<file path="config.mk">
export PLATFORM = sky130hd
export DESIGN_NAME = song_select_ctrl
export DESIGN_NICKNAME = d
export VERILOG_FILES = /design/src/rtl/song_select_ctrl_pkg.sv /design/src/rtl/song_select_ctrl_key_debounce.sv /design/src/rtl/song_select_ctrl.sv
export SDC_FILE = /design/constraint.sdc
export NUM_CORES = 1
export LEC_CHECK = 0
export BUFFER_PORTS_ARGS = -buffer_cell sky130_fd_sc_hd__clkbuf_2
export CAP_MARGIN = 20
export CORE_AREA = 2 2 112 87
export DETAILED_ROUTE_END_ITERATION = 8
export DIE_AREA = 0 0 114 89
export PLACE_DENSITY = 0.8
export SYNTH_ARGS = -nofsm -noshare
export SYNTH_HDL_FRONTEND = slang
export SYNTH_HIERARCHICAL = 1
export SYNTH_SLANG_ARGS = --single-unit
</file>
<file path="constraint.sdc">
create_clock -name clk -period 2.2 [get_ports clk]
set_input_delay 0.11 -clock clk [delete_from_list [all_inputs] [get_ports clk]]
set_output_delay 0.11 -clock clk [all_outputs]
set_load 0.05 [all_outputs]
</file>
<file path="src/rtl/song_select_ctrl_pkg.sv">
// Shared definitions for the song-selection controller: top-level mode codes,
// key bit positions, selection FSM states and the wrap-around step helper.
// The mode codes mirror the LEARN/PLAY/FREE/UART encodings of the top level.
package song_select_ctrl_pkg;

  localparam logic [1:0] FREE_MODE  = 2'd0;
  localparam logic [1:0] LEARN_MODE = 2'd1;
  localparam logic [1:0] PLAY_MODE  = 2'd2;
  localparam logic [1:0] UART_MODE  = 2'd3;

  localparam int KEY_CANCEL  = 0;
  localparam int KEY_DOWN    = 1;
  localparam int KEY_CONFIRM = 2;
  localparam int KEY_UP      = 4;

  typedef enum logic {
    SEL_BROWSE = 1'b0,
    SEL_LOCKED = 1'b1
  } sel_state_e;

  // One cursor step with wrap-around over n entries (n need not be a power of 2).
  function automatic int unsigned wrap_step(input int unsigned cur,
                                            input int unsigned n,
                                            input logic        up);
    if (up) return (cur >= n - 1) ? 0 : cur + 1;
    else    return (cur == 0) ? n - 1 : cur - 1;
  endfunction

endpackage

</file>
<file path="src/rtl/song_select_ctrl_key_debounce.sv">
// key_debounce: 2-flop synchroniser, consecutive-sample debouncer and rising-edge
// detector for one key. 'clr' empties the debouncer and disarms the edge detector,
// so a key already held when 'clr' drops must be released before it can produce
// another 'rise'.
module key_debounce #(
  parameter int unsigned DEB_CYCLES = 2_000_000
) (
  input  logic clk,
  input  logic rst,
  input  logic clr,
  input  logic raw,
  output logic level,
  output logic rise
);

  // Counter only has to reach DEB_CYCLES-1; it is cleared on acceptance, never wraps.
  localparam int unsigned CNT_W = (DEB_CYCLES > 1) ? $clog2(DEB_CYCLES) : 1;

  logic [1:0]       sync_q;
  logic [CNT_W-1:0] cnt_q;
  logic             level_q;
  logic             level_d1_q;
  logic             armed_q;
  logic             samp;

  assign samp = sync_q[1];

  // Synchroniser keeps tracking the pin during clr so re-entry sees the true key level
  always_ff @(posedge clk or negedge rst) begin
    if (!rst) sync_q <= '0;
    else      sync_q <= {sync_q[0], raw};
  end

  // Accept a new level after DEB_CYCLES consecutive samples that differ from the current one
  always_ff @(posedge clk or negedge rst) begin
    if (!rst) begin
      cnt_q   <= '0;
      level_q <= 1'b0;
    end else if (clr) begin
      cnt_q   <= '0;
      level_q <= 1'b0;
    end else if (samp == level_q) begin
      cnt_q <= '0;
    end else if (cnt_q == CNT_W'(DEB_CYCLES - 1)) begin
      level_q <= samp;
      cnt_q   <= '0;
    end else begin
      cnt_q <= cnt_q + 1'b1;
    end
  end

  // Edge detector; armed only once the key has been seen released after a clear
  always_ff @(posedge clk or negedge rst) begin
    if (!rst) begin
      level_d1_q <= 1'b0;
      armed_q    <= 1'b0;
    end else if (clr) begin
      level_d1_q <= 1'b0;
      armed_q    <= 1'b0;
    end else begin
      level_d1_q <= level_q;
      if (!level_q && !samp) armed_q <= 1'b1;
    end
  end

  assign level = level_q;
  assign rise  = level_q & ~level_d1_q & armed_q;

endmodule

</file>
<file path="src/rtl/song_select_ctrl.sv">
// song_select_ctrl: debounced up/down browsing over NUM_SONGS entries with wrap,
// confirm-to-lock and cancel-to-unlock. Only active in LEARN and PLAY modes; any
// other mode returns everything to its reset values on the next clock.
// Optional feature macro: SONG_AUTOREPEAT_EN (hold-to-repeat for up/down in BROWSE).
module song_select_ctrl
  import song_select_ctrl_pkg::*;
#(
  parameter  int unsigned NUM_SONGS     = 4,
  parameter  int unsigned DEB_CYCLES    = 2_000_000,
  parameter  int unsigned REPEAT_DELAY  = 50_000_000,
  parameter  int unsigned REPEAT_PERIOD = 20_000_000,
  localparam int unsigned SEL_W         = $clog2(NUM_SONGS)
) (
  input  logic             clk,
  input  logic             rst,
  input  logic [1:0]       state,
  input  logic [4:0]       btn,
  output logic [SEL_W-1:0] cursor,
  output logic [SEL_W-1:0] song_sel,
  output logic             song_valid,
  output logic             sel_pulse,
  output sel_state_e       dbg_state
);

  logic mode_en;
  logic deb_clr;
  logic up_lvl, dn_lvl, cf_lvl, cn_lvl;
  logic up_rise, dn_rise, cf_rise, cn_rise;
  logic up_ev, dn_ev;

  sel_state_e       fsm_q, fsm_d;
  logic [SEL_W-1:0] cursor_q, cursor_d;
  logic [SEL_W-1:0] song_sel_q, song_sel_d;
  logic             valid_q, valid_d;
  logic             pulse_q, pulse_d;

  logic unused_btn;
  assign unused_btn = btn[3];

  // Block is enabled only in LEARN/PLAY; otherwise debouncers are held clear
  assign mode_en = (state == LEARN_MODE) || (state == PLAY_MODE);
  assign deb_clr = ~mode_en;

  key_debounce #(.DEB_CYCLES(DEB_CYCLES)) u_deb_up (
    .clk(clk), .rst(rst), .clr(deb_clr), .raw(btn[KEY_UP]), .level(up_lvl), .rise(up_rise)
  );
  key_debounce #(.DEB_CYCLES(DEB_CYCLES)) u_deb_dn (
    .clk(clk), .rst(rst), .clr(deb_clr), .raw(btn[KEY_DOWN]), .level(dn_lvl), .rise(dn_rise)
  );
  key_debounce #(.DEB_CYCLES(DEB_CYCLES)) u_deb_cf (
    .clk(clk), .rst(rst), .clr(deb_clr), .raw(btn[KEY_CONFIRM]), .level(cf_lvl), .rise(cf_rise)
  );
  key_debounce #(.DEB_CYCLES(DEB_CYCLES)) u_deb_cn (
    .clk(clk), .rst(rst), .clr(deb_clr), .raw(btn[KEY_CANCEL]), .level(cn_lvl), .rise(cn_rise)
  );

`ifdef SONG_AUTOREPEAT_EN
  localparam int unsigned REP_MAX = (REPEAT_DELAY > REPEAT_PERIOD) ? REPEAT_DELAY : REPEAT_PERIOD;
  localparam int unsigned REP_W   = $clog2(REP_MAX + 1);

  logic [REP_W-1:0] rep_cnt_q;
  logic             rep_run_q;
  logic             rep_first_q;
  logic             rep_hold;
  logic             rep_tick;
  logic             unused_levels;

  assign unused_levels = cf_lvl ^ cn_lvl;

  // Repeat runs only while exactly one of up/down is held in BROWSE after a real press.
  // rep_cnt equals the number of cycles since the press (or since the last repeat step).
  assign rep_hold = mode_en && (fsm_q == SEL_BROWSE) && (up_lvl ^ dn_lvl);
  assign rep_tick = rep_run_q && rep_hold &&
                    (rep_cnt_q == (rep_first_q ? REP_W'(REPEAT_DELAY) : REP_W'(REPEAT_PERIOD)));

  // Repeat counter: starts at the press, first step after REPEAT_DELAY, then every REPEAT_PERIOD
  always_ff @(posedge clk or negedge rst) begin
    if (!rst) begin
      rep_cnt_q   <= '0;
      rep_run_q   <= 1'b0;
      rep_first_q <= 1'b1;
    end else if (!rep_hold) begin
      rep_cnt_q   <= '0;
      rep_run_q   <= 1'b0;
      rep_first_q <= 1'b1;
    end else if (!rep_run_q) begin
      if (up_rise || dn_rise) begin
        rep_cnt_q   <= REP_W'(1);
        rep_run_q   <= 1'b1;
        rep_first_q <= 1'b1;
      end
    end else if (rep_tick) begin
      rep_cnt_q   <= REP_W'(1);
      rep_first_q <= 1'b0;
    end else if (rep_cnt_q != REP_W'(REP_MAX)) begin
      rep_cnt_q <= rep_cnt_q + 1'b1;
    end
  end

  assign up_ev = up_rise | (rep_tick & up_lvl);
  assign dn_ev = dn_rise | (rep_tick & dn_lvl);
`else
  logic unused_levels;
  assign unused_levels = up_lvl ^ dn_lvl ^ cf_lvl ^ cn_lvl;
  assign up_ev = up_rise;
  assign dn_ev = dn_rise;
`endif

  // FSM, cursor, latched selection and strobe registers
  always_ff @(posedge clk or negedge rst) begin
    if (!rst) begin
      fsm_q      <= SEL_BROWSE;
      cursor_q   <= '0;
      song_sel_q <= '0;
      valid_q    <= 1'b0;
      pulse_q    <= 1'b0;
    end else begin
      fsm_q      <= fsm_d;
      cursor_q   <= cursor_d;
      song_sel_q <= song_sel_d;
      valid_q    <= valid_d;
      pulse_q    <= pulse_d;
    end
  end

  // Next state: confirm beats a move, up+down cancel out, cancel beats confirm when locked
  always_comb begin
    fsm_d      = fsm_q;
    cursor_d   = cursor_q;
    song_sel_d = song_sel_q;
    valid_d    = valid_q;
    pulse_d    = 1'b0;
    if (!mode_en) begin
      fsm_d      = SEL_BROWSE;
      cursor_d   = '0;
      song_sel_d = '0;
      valid_d    = 1'b0;
    end else begin
      case (fsm_q)
        SEL_BROWSE: begin
          if (cf_rise) begin
            song_sel_d = cursor_q;
            valid_d    = 1'b1;
            pulse_d    = 1'b1;
            fsm_d      = SEL_LOCKED;
          end else if (up_ev ^ dn_ev) begin
            cursor_d = SEL_W'(wrap_step(32'(cursor_q), NUM_SONGS, up_ev));
          end
        end
        SEL_LOCKED: begin
          if (cn_rise) begin
            valid_d = 1'b0;
            fsm_d   = SEL_BROWSE;
          end
        end
        default: fsm_d = SEL_BROWSE;
      endcase
    end
  end

  assign cursor     = cursor_q;
  assign song_sel   = song_sel_q;
  assign song_valid = valid_q;
  assign sel_pulse  = pulse_q;
  assign dbg_state  = fsm_q;

endmodule
</file>
==> results of run 1 <==
cells by family (layout without fill, tap and decap cells):
group / count (synthesis) / after routing / share of synthesized area [%]
AND/OR/NAND/NOR: 258 / 258 / 26.6
flip-flops: 111 / 111 / 50.8
AO/OA/AOI/OAI: 74 / 74 / 8.17
buffers and inverters: 47 / 74 / 3.50
XOR/XNOR: 46 / 46 / 7.37
adder cells (fa/ha/maj): 10 / 10 / 2.29
multiplexers: 6 / 6 / 1.19
state kept, by name, summed over array words and instances, names as in the netlist, 2 cells and up:
name             flops
u_deb_cf/cnt_q      21
song_sel             2
u_deb_cf/sync_q      2
cursor               2
u_deb_cn/cnt_q      21
u_deb_dn/cnt_q      21
u_deb_up/sync_q      2
u_deb_cn/sync_q      2
u_deb_dn/sync_q      2
u_deb_up/cnt_q      21
layout make-up:
type / instances / area share [%]
clock inverters: 5 / 0.561
multi-input cells: 394 / 41.6
well taps: 112 / 2.33
repair buffers: 27 / 3.45
flip-flops and latches: 111 / 46.1
inverters: 31 / 1.93
clock buffers: 11 / 4.03
layout by cell type, fill, tap and decap left out, types with 5 or more instances in the layout:
cell | Yosys | routed
or3_1 | 28 | 28
nor4_1 | 20 | 20
nand2_1 | 33 | 33
nor2_1 | 88 | 88
buf_4 | 0 | 7
nand3_1 | 24 | 24
o21ai_0 | 16 | 16
xor2_1 | 13 | 13
and4_1 | 12 | 12
and3_2 | 5 | 5
inv_1 | 31 | 31
clkbuf_2 | 0 | 13
nand4_1 | 8 | 8
dfrtp_1 | 111 | 111
o31ai_1 | 12 | 12
a21oi_1 | 31 | 31
nand2b_1 | 6 | 6
dlygate4sd3_1 | 0 | 5
ha_1 | 10 | 10
or4_1 | 8 | 8
clkbuf_16 | 0 | 9
xnor2_1 | 33 | 32
worst max-delay path: stages, from the launching register on:
cell,delay [ns]
dfrtp_1,0.41
ha_1,0.25
nand3_2,0.16
or3_1,0.48
or4_1,0.42
a21oi_1,0.16
power by group through the flow:
| stage | Sequential, µW | Clock [µW] | Combinational, µW |
|---|---|---|---|
| final | 2090 | 1510 | 193 |
| after global placement | 2130 | 0 | 185 |
| after detailed placement | 2130 | 0 | 190 |
| after global routing | 2100 | 1630 | 223 |
| after floorplan | 2140 | 0 | 84.8 |
| after CTS | 2090 | 1550 | 198 |
worst paths after layout:
path                                           endpoint  cells after the start                    startpoint  slack [ns]
setup reg to reg           u_deb_dn/cnt_q[20]$_DFF_PN0_                      5   u_deb_dn/cnt_q[0]$_DFF_PN0_        0.23
max in group asynchronous   u_deb_cn/cnt_q[4]$_DFF_PN0_                      3                           rst        1.49
min in group clk           u_deb_cn/armed_q$_DFFE_PN0P_                      3                      state[0]        0.21
setup / recovery           u_deb_dn/cnt_q[20]$_DFF_PN0_                      5   u_deb_dn/cnt_q[0]$_DFF_PN0_        0.23
hold reg to reg            u_deb_cf/sync_q[1]$_DFF_PN0_                      0  u_deb_cf/sync_q[0]$_DFF_PN0_        0.36
hold / removal             u_deb_up/cnt_q[13]$_DFF_PN0_                      2                           rst        0.12
layer usage:
| metal | wire length, µm | vias to the layer above |
|---|---|---|
| met3 | 359 | 11 |
| li1 | - | 1986 |
| met2 | 4820 | 60 |
| met5 | 0 | - |
| met4 | 114 | 0 |
| met1 | 4850 | 1932 |
per-stage QoR:
step | power, µW | setup WS (ns) | utilization [%] | cells
5_1_grt | 3950 | 0.107 | 67.4 | 691
2_1_floorplan | 2220 | 0.410 | - | 552
3_3_place_gp | 2310 | 0.330 | 63.8 | 670
4_1_cts | 3840 | 0.225 | 67.4 | 691
6_report | 3790 | 0.227 | 67.4 | 691
3_5_place_dp | 2320 | 0.253 | 63.8 | 670
==> qor.csv, run 1 <==
metric;value;unit
post-synthesis net count;571;
final std cell area, no fill;6020;µm²
area share of the largest cell type after synthesis;50.8;%
post-cts sizing count;0;
worst hold slack;0.120;ns
top_reg_cell synth;dfrtp_1;
Int Power;2930;µW
final wirelength;10.1;mm
placed inst area;5700;µm²
routability cong.;0.826;
Leakage;0.00240;µW
total negative slack;0;ns
Synth Register Bits;111;
area of the multi-input gates;2500;µm²
Worst Skew;0.00526;ns
grt met2 use;36.5;%
RSZ-0062 raised after global routing;false;
power share of the clock group;39.8;%
Max Freq;507;MHz
Post-synth EDFFs;0;
Core Area;8930;µm²
total grt overflow;0;
Slew Limit Fails;0;
Max clock buf depth;2;
met3 Use GR;5.29;%
met1 GRT Util;29.5;%
Reg clk slew, reported paths;0.07;ns
Synth Cell Area;5470;µm²
critical path type;register to register;
post-route ant nets;0;
post-DR wirelength/cell;14.7;µm
synth unique cells;38;
largest net degree at the start of global routing;74;
most frequent cell after synthesis;dfrtp_1;
Syn. warnings;6;
first-pass iteration count of the detailed router;4;
Mapped Cells;552;
via count;3989;
Area Growth Syn to Fin;10.2;%
crit path DAT;2.24;ns
ratio of cells with drive above 1 in the final layout;12.3;%
asr flop ratio synth;100;%
vias per cell;5.77;
Detailed Place HPWL;6.84;mm
Tcrit/Tclk final;89.7;%
leading area contributor after synthesis;dfrtp_1;
Peak VDD IR;0.000457;V
maximum level of the CTS H-tree;3;
CP Max Fanout;8;
Filler cells;693;
die area;10100;µm²
initial antenna violation count;0;
post-CTS setup repair buffer count;0;
status;finished, final reports clean;
CP Launch Type;register;
first-pass GRT wire length;17.8;mm
final hold violation count;0;
Switching Power;866;µW
Pwr Density;630;nW/µm²
Layout Nets;593;
Die X;114;µm
sequential cell area;2780;µm²
DRC Markers;0;
GRT Util Overall;22.1;%
Worst Setup End Kind;register;
HP Class;primary input to async pin;
CTS tree;done;
fin crit period;1.97;ns
initial drt markers;256;
Avg Inst Size Synth;9.90;µm²
Sink Count;111;
root buf cell;clkbuf_16;
Synth area leaders;dfrtp_1 51%, nor2_1 6.0%, xnor2_1 5.3%;
Max-cap violations;0;
Gate power share;5.1;%
Starting Density;61.2;%
Clk Latency, worst-skew pair;0.35;ns
Worst Path Required;2.47;ns
final setup fails;0;
Antenna Cells;0;
Synth top cells by count;111 x dfrtp_1, 88 x nor2_1, 33 x nand2_1, 33 x xnor2_1;
Sw Ratio;22.8;%
die height;89;µm
CTS Buf Count;9;
IO Port Bufs;14;
register area share after synthesis;50.8;%
Ports;16;
worst slew pin tran;0.537;ns
Rows;30;
Seq pwr share;55.1;%
hold buffers post-CTS;5;
normalized max-slew margin;64.0;%
vias in the first global route;3880;
GR peak layer;met2;
No activity file was read; power rests on OpenSTA's default activity.
==> inputs of run 2 (changes only) <==
- CELL_PAD_IN_SITES_DETAIL_PLACEMENT: not set -> 0
- CELL_PAD_IN_SITES_GLOBAL_PLACEMENT: not set -> 2
- CORE_AREA: 2 2 112 87 -> 2 2 137 105
- DIE_AREA: 0 0 114 89 -> 0 0 139 107
- PLACE_DENSITY: 0.8 -> 0.81
- REMOVE_ABC_BUFFERS: not set -> 1
==> run 2 against run 1 <==
Fmax rose by 1.8%. Critical path depth unchanged. Clock-buffer cell count is the same. Hold slack improved by 0.15 ns. Non-clock buffer count grew 4. Sequential cell count unchanged. Global-route usage decreased by 6.5 points. Combinational power rose by 5%. Largest cell class unchanged. Largest power group unchanged. Highest routed layer unchanged.
==> qor.csv, run 2 (same netlist as run 1, synthesis figures left out) <==
metric;value;unit;change
status;finished, final reports clean;;unchanged
crit path cell chain;ha_1 > nand3_2 > or3_1 > or4_1 > a21oi_1;;unchanged
Worst Skew;0.00784;ns;was 0.00526 ns
Tot Pwr;3960;µW;was 3790 µW
Reg clk slew, reported paths;0.08;ns;was 0.07 ns
Pwr Density;644;nW/µm²;was 630 nW/µm²
normalized max-slew margin;63.0;%;was 64.0%
CP peak stage delay;0.48;ns;about the same
Max clock buf depth;2;;unchanged
Sink Count;111;;unchanged
Peak VDD IR;0.000452;V;was 0.000457 V
final setup fails;0;;unchanged
Detailed Place HPWL;7.02;mm;was 6.84 mm
Die X;139;µm;was 114 µm
reg2reg start;u_deb_cn/cnt_q[0]$_DFF_PN0_;;was u_deb_dn/cnt_q[0]$_DFF_PN0_
Starting Density;40.4;%;was 61.2%
die area;14900;µm²;was 10100 µm²
final hold violation count;0;;unchanged
commonest non-fill, non-tap cell in the layout;dfrtp_1;;unchanged
DRC Markers;0;;unchanged
first-pass iteration count of the detailed router;4;;unchanged
Crit. Startpoint;u_deb_cn/cnt_q[0]$_DFF_PN0_;;was u_deb_dn/cnt_q[0]$_DFF_PN0_
die height;107;µm;was 89 µm
worst path buffer plus inverter count;0;;unchanged
vias in the first global route;3902;;was 3880
Slew Limit Fails;0;;unchanged
IO Port Bufs;14;;unchanged
HP Class;primary input to register;;was primary input to async pin
Ports;16;;unchanged
crit path DAT;2.22;ns;was 2.24 ns
delay-heaviest family, CP;simple AND/OR/NAND/NOR gates;;unchanged
Final Non-Filler Cells;758;;was 691
Area Growth Syn to Fin;12.6;%;was 10.2%
final wirelength;10.4;mm;was 10.1 mm
post-DR wirelength/cell;13.7;µm;was 14.7 µm
Rows;37;;was 30
Max Freq;516;MHz;was 507 MHz
Layout Nets;597;;was 593
first-pass GRT wire length;18.8;mm;was 17.8 mm
CP Launch Type;register;;unchanged
Antenna Cells;0;;unchanged
most frequent cells in the layout;111 x dfrtp_1, 88 x nor2_1, 33 x nand2_1;;unchanged
Worst Path Required;2.48;ns;was 2.47 ns
CTS Buf Count;9;;unchanged
post-cts sizing count;0;;unchanged
initial antenna violation count;0;;unchanged
Leakage;0.00242;µW;was 0.00240 µW
slowest cell on the critical path;or3_1;;unchanged
worst slew pin tran;0.555;ns;was 0.537 ns
Filler cells;1327;;was 693
Tcrit/Tclk final;88.1;%;was 89.7%
Seq pwr share;52.7;%;was 55.1%
GRT Util Overall;15.6;%;was 22.1%
Switching Power;915;µW;was 866 µW
Gate power share;5.1;%;about the same
routability cong.;0.769;;was 0.826
Int Power;3050;µW;was 2930 µW
post-route ant nets;0;;unchanged
Clk Latency, worst-skew pair;0.36;ns;was 0.35 ns
via count;3921;;was 3989
vias per cell;5.17;;was 5.77
Sw Ratio;23.1;%;was 22.8%
largest net degree at the start of global routing;44;;was 74
CTS tree;done;;unchanged
fin crit period;1.94;ns;was 1.97 ns
ratio of cells with drive above 1 in the final layout;12.9;%;was 12.3%
Worst Setup End Kind;register;;unchanged
root buf cell;clkbuf_16;;unchanged
Max-cap violations;0;;unchanged
total grt overflow;0;;unchanged
total negative slack;0;ns;unchanged
hold path startpoint;state[0];;
CP Max Fanout;8;;unchanged
Core Area;13500;µm²;was 8930 µm²
power share of the clock group;42.2;%;was 39.8%
maximum level of the CTS H-tree;3;;unchanged
Cell Count Post-Placement;737;;was 670
critical path type;register to register;;unchanged
initial drt markers;181;;was 256
RSZ-0062 raised after global routing;false;;unchanged
==> run 2: cell types whose count changed in the layout (fill, tap and decap cells not counted) <==
cell        delta
buf_4          +4
bufinv_16      +1
clkinv_2       -1
clkinv_4       -1
clkinvlp_4     +1
==> run 2: layout make-up <==
cell class                 count  area, µm²  area share, %
tap                          175        219           3.56
inverter                      31        116           1.89
sequential                   111       2780           45.1
clock inverter                 5       57.6          0.935
timing repair buffer          31        238           3.86
multi-input combinational    394       2500           40.7
clock buffer                  11        243           3.94
==> run 2: worst register-to-register path: stages (launching register included) <==
cell	delay, ns
dfrtp_1	0.41
ha_1	0.23
nand3_2	0.15
or3_1	0.48
or4_1	0.43
a21oi_1	0.16
==> run 2: per-layer routing <==
metal,global-route usage [%],vias to the layer above,routed length [µm]
li1,-,1993,-
met1,21.9,1887,5510
met2,23.8,31,4480
met3,4.69,10,332
met4,3.68,0,100
met5,0,-,0
==> run 2: path summary, 6_finish.rpt <==
kind	end	slack, ns	cells after the start
hold / removal	u_deb_dn/armed_q$_DFFE_PN0P_	0.27	4
max in group asynchronous	u_deb_cn/cnt_q[16]$_DFF_PN0_	1.30	3
setup / recovery	u_deb_cn/cnt_q[20]$_DFF_PN0_	0.26	5
min in group asynchronous	u_deb_up/cnt_q[19]$_DFF_PN0_	0.28	2
setup reg to reg	u_deb_cn/cnt_q[20]$_DFF_PN0_	0.26	5
hold reg to reg	u_deb_cf/sync_q[1]$_DFF_PN0_	0.35	0
==> run 2: what timing repair did <==
item / CTS / global route
setup endpoints to repair: 0 / 0
hold buffers: 5 / 0
buffers inserted: 0 / 0
endpoints found under the hold margin: 42 / 0
==> run 2: power groups by stage <==
stage / Combinational, µW / Clock [µW] / Sequential, µW
detailed placement: 201 / 0 / 2130
finish: 202 / 1670 / 2090
global placement: 199 / 0 / 2130
CTS: 209 / 1750 / 2090
global route: 230 / 1820 / 2090
floorplan: 75.6 / 0 / 2140
==> run 2: per-stage QoR <==
| stage | worst slack [ns] | util, % | hold WS [ns] | cell area, µm² |
|---|---|---|---|---|
| 2_1_floorplan | 0.403 | - | -0.186 | 5390 |
| 3_3_place_gp | 0.312 | 42.9 | 0.140 | 5800 |
| 3_5_place_dp | 0.260 | 42.9 | 0.144 | 5800 |
| 4_1_cts | 0.237 | 45.5 | 0.263 | 6150 |
| 5_1_grt | 0.0790 | 45.5 | 0.296 | 6150 |
| 6_report | 0.262 | 45.5 | 0.271 | 6150 |
==> inputs of run 3 (changes only) <==
- REMOVE_ABC_BUFFERS: 1 -> not set
==> run 3 against run 2 <==
Total power fell by 3.5%. Register-to-register slack worse by 0.04 ns. Global-route usage is 0.70 points lower. Sequential cell count is the same. Non-clock buffer count down 1. Hold slack lost 0.10 ns. Largest power group unchanged.
==> qor.csv, run 3 (same netlist as run 1, synthesis figures left out) <==
metric;value;unit;change
IO Port Bufs;14;;unchanged
Max clock buf depth;2;;unchanged
maximum level of the CTS H-tree;3;;unchanged
routability cong.;0.778;;was 0.769
final hold violation count;0;;unchanged
first-pass iteration count of the detailed router;4;;unchanged
die area;14900;µm²;unchanged
CTS tree;done;;unchanged
crit path DAT;2.21;ns;was 2.22 ns
reg-to-reg setup timing slack;0.22;ns;was 0.26 ns
final wirelength;10.3;mm;was 10.4 mm
met1 GRT Util;20.4;%;was 21.9%
FF-to-FF End;u_deb_up/cnt_q[7]$_DFF_PN0_;;was u_deb_cn/cnt_q[20]$_DFF_PN0_
Max Freq;505;MHz;was 516 MHz
via count;3966;;was 3921
post-CTS setup repair buffer count;0;;unchanged
CP Max Fanout;8;;unchanged
Ports;16;;unchanged
critical path type;register to register;;unchanged
Max-cap violations;0;;unchanged
most frequent cells in the layout;111 x dfrtp_1, 88 x nor2_1, 33 x nand2_1;;unchanged
vias per cell;5.24;;was 5.17
Rows;37;;unchanged
total grt overflow;0;;unchanged
HP Class;primary input to async pin;;was primary input to register
first-pass GRT wire length;18.2;mm;was 18.8 mm
Area Growth Syn to Fin;11.9;%;was 12.6%
reg2reg start;u_deb_up/cnt_q[0]$_DFF_PN0_;;was u_deb_cn/cnt_q[0]$_DFF_PN0_
Layout Nets;596;;was 597
Worst Setup End Kind;register;;unchanged
Peak VDD IR;0.000346;V;was 0.000452 V
Leakage;0.00241;µW;was 0.00242 µW
normalized max-slew margin;63.8;%;was 63.0%
DRC Markers;0;;unchanged
RSZ-0062 raised after global routing;false;;unchanged
Core Area;13500;µm²;unchanged
post-DR wirelength/cell;13.6;µm;was 13.7 µm
largest net degree at the start of global routing;71;;was 44
GR peak layer;met2;;unchanged
GRT Util Overall;14.9;%;was 15.6%
commonest non-fill, non-tap cell in the layout;dfrtp_1;;unchanged
Worst Skew;0.00668;ns;was 0.00784 ns
die height;107;µm;unchanged
final setup fails;0;;unchanged
initial drt markers;210;;was 181
vias in the first global route;3778;;was 3902
Slew Limit Fails;0;;unchanged
CTS Buf Count;9;;unchanged
Sink Count;111;;unchanged
total negative slack;0;ns;unchanged
final setup margin;0.221;ns;was 0.262 ns
ratio of cells with drive above 1 in the final layout;12.4;%;was 12.9%
Clk Latency, worst-skew pair;0.34;ns;was 0.36 ns
Tcrit/Tclk final;90.0;%;was 88.1%
CP Launch Type;register;;unchanged
Die X;139;µm;unchanged
initial antenna violation count;0;;unchanged
Setup WS pre-CTS;0.221;ns;was 0.260 ns
Reg clk slew, reported paths;0.07;ns;was 0.08 ns
fin crit period;1.98;ns;was 1.94 ns
Worst Path Required;2.43;ns;was 2.48 ns
Detailed Place HPWL;7.13;mm;was 7.02 mm
post-cts sizing count;0;;unchanged
Antenna Cells;0;;unchanged
status;finished, final reports clean;;unchanged
Pwr Density;625;nW/µm²;was 644 nW/µm²
met3 Use GR;3.44;%;was 4.69%
post-route ant nets;0;;unchanged
grt met2 use;24.0;%;was 23.8%
worst slew pin tran;0.538;ns;was 0.555 ns
root buf cell;clkbuf_16;;unchanged
Starting Density;40.4;%;unchanged
R2R cell count;6;;was 5
==> run 3: cell types whose count changed in the layout (fill, tap and decap cells not counted), sizes merged <==
cell      before  now
clkbuf        24   27
buf           13   12
clkinv         1    0
bufinv         1    0
clkinvlp       3    2
==> run 3: repair_timing <==
item	in CTS	in global routing
endpoints found under the setup margin	0	0
endpoints found under the hold margin	20	0
hold buffers	5	0
==> run 3: worst max-delay path by stage <==
stage / start / to / slack [ns] / cells after the start
6_report: u_deb_up/cnt_q[0]$_DFF_PN0_ / u_deb_up/cnt_q[7]$_DFF_PN0_ / 0.22 / 6
5_1_grt: u_deb_up/cnt_q[0]$_DFF_PN0_ / u_deb_up/cnt_q[7]$_DFF_PN0_ / 0.03 / 6
4_1_cts: u_deb_up/cnt_q[0]$_DFF_PN0_ / u_deb_up/cnt_q[7]$_DFF_PN0_ / 0.21 / 6
3_5_place_dp: u_deb_up/cnt_q[0]$_DFF_PN0_ / u_deb_up/cnt_q[15]$_DFF_PN0_ / 0.22 / 6
3_3_place_gp: u_deb_up/cnt_q[7]$_DFF_PN0_ / u_deb_up/cnt_q[10]$_DFF_PN0_ / 0.26 / 5
2_1_floorplan: u_deb_cf/cnt_q[0]$_DFF_PN0_ / u_deb_cf/cnt_q[18]$_DFF_PN0_ / 0.41 / 6
==> run 3: critical path: stages (launching register included) <==
cell and delay [ns]:
dfrtp_1 0.40, ha_1 0.23, nand3_2 0.15, nor4_1 0.45, a21o_1 0.35, buf_4 0.22, nor2_1 0.05
==> run 3: layout make-up <==
class | count | area (µm²)
inverters | 31 | 116
clock inverters | 2 | 15.0
multi-input cells | 394 | 2500
fillers | 1264 | 7400
flip-flops and latches | 111 | 2780
well taps | 175 | 219
clock buffers | 14 | 264
repair buffers | 30 | 218
==> run 3: per-stage QoR <==
stage	power (µW)	util (%)	hold WS, ns	instance area (µm²)	instances
floorplan	2220	-	-0.186	5470	552
global placement	2320	42.8	-0.000823	5780	736
detailed placement	2330	42.8	-0.00157	5780	736
CTS	3890	45.2	0.173	6110	757
global route	4000	45.2	0.178	6110	757
finish	3820	45.2	0.171	6110	757
==> run 3: routing by layer <==
metal / share of wire [%] / up-vias / wire length, µm
met5: 0 / - / 0
met2: 44 / 37 / 4550
met3: 2.7 / 11 / 282
met1: 52 / 1928 / 5390
met4: 1.0 / 0 / 104
li1: - / 1990 / -
==> run 3: report_power, final <==
part           switching (µW)  internal (µW)
clock network             704            833
logic                     133           60.6
registers                22.5           2070
total                     860           2960
